<file path="src/rtl/vga_pkg.sv">
// Shared VGA raster constants, flag bundle and timing helper for the display pipeline.
// Defaults describe 640x480@60 with a 25 MHz pixel rate.
package vga_pkg;

   localparam int unsigned H_ACTIVE_DEF = 640;
   localparam int unsigned H_FP_DEF     = 16;
   localparam int unsigned H_SYNC_DEF   = 96;
   localparam int unsigned H_BP_DEF     = 48;

   localparam int unsigned V_ACTIVE_DEF = 480;
   localparam int unsigned V_FP_DEF     = 10;
   localparam int unsigned V_SYNC_DEF   = 2;
   localparam int unsigned V_BP_DEF     = 33;

   localparam logic POL_LOW  = 1'b0;
   localparam logic POL_HIGH = 1'b1;

   typedef struct packed {
      logic hs;
      logic vs;
      logic active;
      logic line_start;
      logic frame_start;
   } vga_flags_t;

   function automatic int unsigned vga_total(input int unsigned active,
                                             input int unsigned fp,
                                             input int unsigned sync,
                                             input int unsigned bp);
      return active + fp + sync + bp;
   endfunction

endpackage

</file>
<file path="src/rtl/pix_div.sv">
// Generic clock-enable divider: tick_o is high for one clock out of every DIV.
// With DIV=1 tick_o stays high permanently.
module pix_div #(
   parameter int unsigned DIV = 2
) (
   input  logic clk_i,
   input  logic rst_i,
   output logic tick_o
);

   localparam int unsigned W = (DIV > 1) ? $clog2(DIV) : 1;
   localparam logic [W-1:0] LAST = W'(DIV - 1);

   if (DIV < 1) begin : g_bad_div
      $error("pix_div: DIV must be >= 1");
   end

   logic [W-1:0] cnt_q, cnt_d;

   assign tick_o = (cnt_q == LAST);

   always_comb begin
      cnt_d = tick_o ? '0 : cnt_q + 1'b1;
   end

   always_ff @(posedge clk_i or posedge rst_i) begin
      if (rst_i) begin
         cnt_q <= '0;
      end else begin
         cnt_q <= cnt_d;
      end
   end

endmodule

</file>
<file path="src/rtl/vga_timing_gen.sv">
// Parametrised VGA raster generator: pixel enable, coherent registered position/sync/blank
// flags, line/frame strobes and a run-gated frame-rate animation counter.
module vga_timing_gen
   import vga_pkg::*;
#(
   parameter int unsigned CW          = 10,
   parameter int unsigned H_ACTIVE    = H_ACTIVE_DEF,
   parameter int unsigned H_FP        = H_FP_DEF,
   parameter int unsigned H_SYNC      = H_SYNC_DEF,
   parameter int unsigned H_BP        = H_BP_DEF,
   parameter int unsigned V_ACTIVE    = V_ACTIVE_DEF,
   parameter int unsigned V_FP        = V_FP_DEF,
   parameter int unsigned V_SYNC      = V_SYNC_DEF,
   parameter int unsigned V_BP        = V_BP_DEF,
   parameter logic        HS_POL      = POL_LOW,
   parameter logic        VS_POL      = POL_LOW,
   parameter int unsigned CLK_DIV     = 2,
   parameter int unsigned FRAME_DIV   = 1,
   parameter int unsigned ANIM_STATES = 4
) (
   input  logic                           clk_i,
   input  logic                           rst_i,
   input  logic                           run_i,
   output logic                           pix_en_o,
   output logic [CW-1:0]                  x_o,
   output logic [CW-1:0]                  y_o,
   output logic                           hs_o,
   output logic                           vs_o,
   output logic                           active_o,
   output logic                           blank_n_o,
   output logic                           sync_n_o,
   output logic                           line_start_o,
   output logic                           frame_start_o,
   output logic                           anim_tick_o,
   output logic [$clog2(ANIM_STATES)-1:0] anim_state_o
);

   localparam int unsigned H_TOTAL = vga_total(H_ACTIVE, H_FP, H_SYNC, H_BP);
   localparam int unsigned V_TOTAL = vga_total(V_ACTIVE, V_FP, V_SYNC, V_BP);
   localparam int unsigned HS_BEG  = H_ACTIVE + H_FP;
   localparam int unsigned HS_END  = H_ACTIVE + H_FP + H_SYNC;
   localparam int unsigned VS_BEG  = V_ACTIVE + V_FP;
   localparam int unsigned VS_END  = V_ACTIVE + V_FP + V_SYNC;
   localparam int unsigned AW      = $clog2(ANIM_STATES);
   localparam int unsigned FW      = (FRAME_DIV > 1) ? $clog2(FRAME_DIV) : 1;

   localparam logic [CW-1:0] X_LAST     = CW'(H_TOTAL - 1);
   localparam logic [CW-1:0] Y_LAST     = CW'(V_TOTAL - 1);
   localparam logic [FW-1:0] FCNT_LAST  = FW'(FRAME_DIV - 1);
   localparam logic [AW-1:0] STATE_LAST = AW'(ANIM_STATES - 1);

   if (H_TOTAL > 2 ** CW || V_TOTAL > 2 ** CW) begin : g_bad_cw
      $error("vga_timing_gen: H_TOTAL and V_TOTAL must fit in CW bits");
   end
   if (CLK_DIV < 1) begin : g_bad_clk_div
      $error("vga_timing_gen: CLK_DIV must be >= 1");
   end
   if (FRAME_DIV < 1) begin : g_bad_frame_div
      $error("vga_timing_gen: FRAME_DIV must be >= 1");
   end
   if (ANIM_STATES < 2) begin : g_bad_anim
      $error("vga_timing_gen: ANIM_STATES must be >= 2");
   end

   logic            tick;
   logic [CW-1:0]   x_q, x_d, x_nxt;
   logic [CW-1:0]   y_q, y_d, y_nxt;
   vga_flags_t      flags_q, flags_d, flags_nxt;
   logic            pix_en_q;
   logic [FW-1:0]   fcnt_q, fcnt_d;
   logic            anim_tick_q, anim_tick_d;
   logic [AW-1:0]   anim_state_q, anim_state_d;

   pix_div #(
      .DIV (CLK_DIV)
   ) u_pix_div (
      .clk_i  (clk_i),
      .rst_i  (rst_i),
      .tick_o (tick)
   );

   // Flags are derived from the position about to be loaded so they land with x/y.
   always_comb begin
      x_nxt = x_q + 1'b1;
      y_nxt = y_q;
      if (x_q == X_LAST) begin
         x_nxt = '0;
         y_nxt = (y_q == Y_LAST) ? '0 : y_q + 1'b1;
      end
      flags_nxt.hs          = ((32'(x_nxt) >= HS_BEG) && (32'(x_nxt) < HS_END)) ? HS_POL : ~HS_POL;
      flags_nxt.vs          = ((32'(y_nxt) >= VS_BEG) && (32'(y_nxt) < VS_END)) ? VS_POL : ~VS_POL;
      flags_nxt.active      = (32'(x_nxt) < H_ACTIVE) && (32'(y_nxt) < V_ACTIVE);
      flags_nxt.line_start  = (x_nxt == '0);
      flags_nxt.frame_start = (x_nxt == '0) && (y_nxt == '0);
   end

   always_comb begin
      x_d                 = x_q;
      y_d                 = y_q;
      flags_d             = flags_q;
      flags_d.line_start  = 1'b0;
      flags_d.frame_start = 1'b0;
      if (tick) begin
         x_d     = x_nxt;
         y_d     = y_nxt;
         flags_d = flags_nxt;
      end
   end

   // run_i only matters on the registered frame_start, so mid-frame changes wait a frame.
   always_comb begin
      fcnt_d       = fcnt_q;
      anim_tick_d  = 1'b0;
      anim_state_d = anim_state_q;
      if (flags_q.frame_start && run_i) begin
         if (fcnt_q == FCNT_LAST) begin
            fcnt_d       = '0;
            anim_tick_d  = 1'b1;
            anim_state_d = (anim_state_q == STATE_LAST) ? '0 : anim_state_q + 1'b1;
         end else begin
            fcnt_d = fcnt_q + 1'b1;
         end
      end
   end

   always_ff @(posedge clk_i or posedge rst_i) begin
      if (rst_i) begin
         x_q          <= X_LAST;
         y_q          <= Y_LAST;
         flags_q      <= '{hs: ~HS_POL, vs: ~VS_POL, active: 1'b0, line_start: 1'b0,
                           frame_start: 1'b0};
         pix_en_q     <= 1'b0;
         fcnt_q       <= '0;
         anim_tick_q  <= 1'b0;
         anim_state_q <= '0;
      end else begin
         x_q          <= x_d;
         y_q          <= y_d;
         flags_q      <= flags_d;
         pix_en_q     <= tick;
         fcnt_q       <= fcnt_d;
         anim_tick_q  <= anim_tick_d;
         anim_state_q <= anim_state_d;
      end
   end

   assign pix_en_o      = pix_en_q;
   assign x_o           = x_q;
   assign y_o           = y_q;
   assign hs_o          = flags_q.hs;
   assign vs_o          = flags_q.vs;
   assign active_o      = flags_q.active;
   assign blank_n_o     = flags_q.active;
   assign sync_n_o      = 1'b1;
   assign line_start_o  = flags_q.line_start;
   assign frame_start_o = flags_q.frame_start;
   assign anim_tick_o   = anim_tick_q;
   assign anim_state_o  = anim_state_q;

endmodule
</file>
<file path="config.mk">
export PLATFORM = sky130hd
export DESIGN_NAME = vga_timing_gen
export DESIGN_NICKNAME = d
export VERILOG_FILES = /design/src/rtl/vga_pkg.sv /design/src/rtl/pix_div.sv /design/src/rtl/vga_timing_gen.sv
export SDC_FILE = /design/constraint.sdc
export NUM_CORES = 1
export LEC_CHECK = 0
export CAP_MARGIN = 10
export CORE_ASPECT_RATIO = 0.7
export CORE_MARGIN = 5
export CORE_UTILIZATION = 53
export CTS_BUF_LIST = sky130_fd_sc_hd__clkbuf_16
export CTS_CLUSTER_DIAMETER = 30
export DETAILED_ROUTE_END_ITERATION = 6
export HOLD_SLACK_MARGIN = 0.03
export PLACE_DENSITY = 0.89
export SLEW_MARGIN = 20
export SYNTH_ARGS = -nofsm -noshare
export SYNTH_HDL_FRONTEND = slang
export SYNTH_SLANG_ARGS = --single-unit
</file>
<file path="constraint.sdc">
create_clock -name clk_i -period 3 [get_ports clk_i]
set_input_delay 0.3 -clock clk_i [delete_from_list [all_inputs] [get_ports clk_i]]
set_output_delay 0.3 -clock clk_i [all_outputs]
set_load 0.005 [all_outputs]
</file>
==> results.py <==
metrics = {
    "die": {
        "fp.dieArea_mm2": 0.00510,
        "fp.dieH_um": 61.2,
        "num_io_pins": 34,
        "die_w_um": 83.2,
        "row_count": 18,
        "core_mm2": 0.00358,
        "initial_core_util_pct": 55.5,
    },
    "final_layout": {
        "final.fill_count": 295,
        "diodes": 0,
        "multi_input_area_mm2": 0.00108,
        "final_nets": 250,
        "final_common_cell": "clkdlybuf4s50_1",
        "drive_gt1_share_pct": 14.4,
        "regArea_um2": 766,
        "final_cell_mix": "clkdlybuf4s50_1, nand2_1, nor2_1, dfrtp_1, xnor2_1",
        "area_growth_pct": 21.9,
    },
    "synth": {
        "synth_edf_count": 0,
        "synthXorXnorAreaFrac_pct": 8.37,
        "synth_ff_type": "dfrtp_1",
        "synth-seq-cells": 30,
        "yosysWarnings": 0,
        "yosys.area_share.simple_pct": 24.1,
        "yosysTopAreaCell": "dfrtp_1",
        "netlist_top_cells_area": "dfrtp_1, dfstp_2, xnor2_1, nand2_1, nor2_1",
        "synth_async_sr_flop_share_pct": 100,
        "muxShareOfSynthArea_pct": 2.83,
        "synth_fa_ha_area_share_pct": 3.15,
        "netlist_instances": 217,
        "netlist_area_mm2": 0.00199,
        "synthesis.nets": 225,
        "synth-compound-area-share_pct": 15.9,
        "synthDistinctLibCells": 50,
        "synth_top_area_share_pct": 22.7,
        "synth_top_family_by_area": "simple AND/OR/NAND/NOR gates",
        "seq_area_frac_synth_pct": 38.5,
        "avgSynthCellArea_um2": 9.16,
    },
    "place": {
        "gp_congestion": 0.945,
        "io_buffers": 32,
        "dp_hpwl_um": 3250,
        "pre_cts_ws_ns": 0.482,
    },
    "worst_setup_path": {
        "cp-startpoint": "x_o[0]",
        "endpoint": "frame_start_o",
        "r2r-start": "x_o[0]",
        "max_stage_delay_ns": 0.58,
        "cp-end-kind": "flip-flop",
        "path_max_fanout": 9,
        "worstRegToRegCells": 8,
        "crit_type": "flip-flop to flip-flop",
        "required_ns": 3.16,
        "rrSetupSlack_ns": 0.36,
        "cp-start-kind": "flip-flop",
        "critical_path_arrival_ns": 2.81,
        "path_cells": "ha_1 > and4_1 > and3_1 > buf_4 > a211o_1 > nand2_1 > a22oi_1 > and4bb_1",
        "r2r-end": "frame_start_o",
        "crit_path_top_delay_cell": "dfstp_2",
    },
    "global_route": {
        "antenna_found_initial": 0,
        "track_usage_pct": 19.7,
        "grt_pass1_wl_um": 7830,
        "grt_pass1_vias": 1632,
        "grt_overflow": 0,
        "grt_max_degree": 31,
    },
    "pwr": {
        "p_int_mw": 0.709,
        "peakVddDrop_mv": 0.260,
        "p_leak_nw": 0.979,
        "power_density_mw_per_mm2": 365,
        "clkPwrFrac_pct": 52.7,
        "p_sw_mw": 0.175,
        "switching_share_pct": 19.8,
        "seqPwrFrac_pct": 46.0,
        "power_frac_comb_pct": 1.3,
    },
    "sta": {
        "drv_slew": 0,
        "rsz0062_at_grt": "no",
        "fin_skew_ns": 0.00531,
        "setup_viol": 0,
        "max_slew.worst_pin.slew_ns": 0.533,
        "setup_ws_ns": 0.358,
        "min_period_ns": 2.64,
        "fin_crit_sh_pct": 88.1,
        "maxSlewHeadroom_pct": 64.3,
        "fmax_mhz": 378,
        "hold_viol": 0,
        "fin_setup_tns_ns": 0,
    },
    "route": {
        "first_pass_iters": 4,
        "vias": 1732,
        "drtIter0Drc": 213,
        "avgViaCountPerCell": 5.91,
        "drc": 0,
        "avgRoutedWirePerCell_um": 15.6,
        "routed_wl_um": 4560,
        "route.antenna.remaining_nets": 0,
    },
    "cts": {
        "htree_levels": 2,
        "post_cts_buffers": 0,
        "postCtsHoldBufs": 0,
        "cts_tree": "yes",
        "cts_buffers": 5,
        "ctsResizeCount": 0,
        "clk_path_buf_depth": 2,
        "clkSinkCount": 30,
        "cts_root_buffer": "clkbuf_16",
        "clock_latency_ns": 0.28,
        "clk_pin_slew_worst_paths_ns": 0.05,
    },
    "job": {
        "cap_violations": 0,
    },
    "hold_path": {
        "hp-class": "input pin to async pin",
    },
    "outcome": {
        "status": "finished, final reports clean",
    },
}
==> routing by layer <==
layer / vias up / GRT usage (%) / wire [um]
met2: 82 / 29.0 / 1890
met5: - / 0 / 0
met1: 812 / 27.3 / 2180
met3: 12 / 5.21 / 400
li1: 826 / - / -
met4: 0 / 10.0 / 96
==> sequential cells by signal, indices dropped and copies added, names as in the netlist <==
| register | flops |
|---|---|
| active_o | 1 |
| anim_state_o | 2 |
| anim_tick_o | 1 |
| frame_start_o | 1 |
| hs_o | 1 |
| line_start_o | 1 |
| pix_en_o | 1 |
| u_pix_div.tick_o | 1 |
| vs_o | 1 |
| x_o | 10 |
| y_o | 10 |
==> worst min path at each step <==
stage,start,endpoint
6_report,rst_i,x_o[6]
5_1_grt,rst_i,x_o[7]
4_1_cts,rst_i,line_start_o
3_5_place_dp,u_pix_div.tick_o,pix_en_o
3_3_place_gp,u_pix_div.tick_o,pix_en_o
2_1_floorplan,rst_i,active_o
==> Yosys cell counts, drive strengths merged (2+ instances only) <==
library cell,number
or4,2
ha,5
o31ai,3
o22ai,3
nand2,22
a22oi,2
xnor2,14
a31oi,3
and3,3
a21o,3
nor2,18
nor3,8
and4,2
xor2,5
nand4,7
nand3,12
buf,13
inv,6
a211o,2
mux2,5
a21oi,9
nor4,3
dfstp,12
o21ai,12
clkbuf,5
dfrtp,18
o211ai,3
==> worst max-delay path: cells and delay by family, from the launching register on <==
family                     cells  cell delay [ns]
buffers and inverters          1             0.23
adders and majority gates      1             0.31
DFF                            1             0.58
AOI/OAI and AO/OA              2             0.41
and+or+nand+nor                4             1.00
==> through the flow <==
step	cell area (um^2)	cells	util (%)	total power [mW]	hold slack (ns)
6_report	2420	293	67.7	0.884	0.407
5_1_grt	2420	293	67.7	0.916	0.455
4_1_cts	2420	293	67.7	0.896	0.426
3_5_place_dp	2280	285	63.8	0.424	0.483
3_3_place_gp	2280	285	63.8	0.424	0.468
2_1_floorplan	1990	217	-	0.419	0.382
==> power by group through the flow <==
stage / Clock, mW / Sequential, mW / Combinational (mW)
floorplan: 0 / 0.412 / 0.00708
global placement: 0 / 0.412 / 0.0120
detailed placement: 0 / 0.412 / 0.0120
CTS: 0.478 / 0.406 / 0.0121
global route: 0.497 / 0.406 / 0.0134
finish: 0.466 / 0.406 / 0.0114
==> final cells by class <==
type / instances / share of cell area, %
clock inverters: 3 / 0.568
repair buffers: 36 / 14.5
clock buffers: 5 / 5.16
well taps: 50 / 2.58
multi-input cells: 163 / 44.7
inverters: 6 / 0.929
flip-flops and latches: 30 / 31.6
==> cell families (layout without fill, tap and decap cells) <==
logic type / count (synthesis) / after routing
and+or+nand+nor: 86 / 86
AOI/OAI and AO/OA: 47 / 47
DFF: 30 / 30
buffers and inverters: 24 / 50
xor gates and xnor gates: 19 / 19
adders and majority gates: 5 / 5
muxes: 5 / 5
other: 1 / 1
Note: power is estimated with default switching activity, not from simulation.
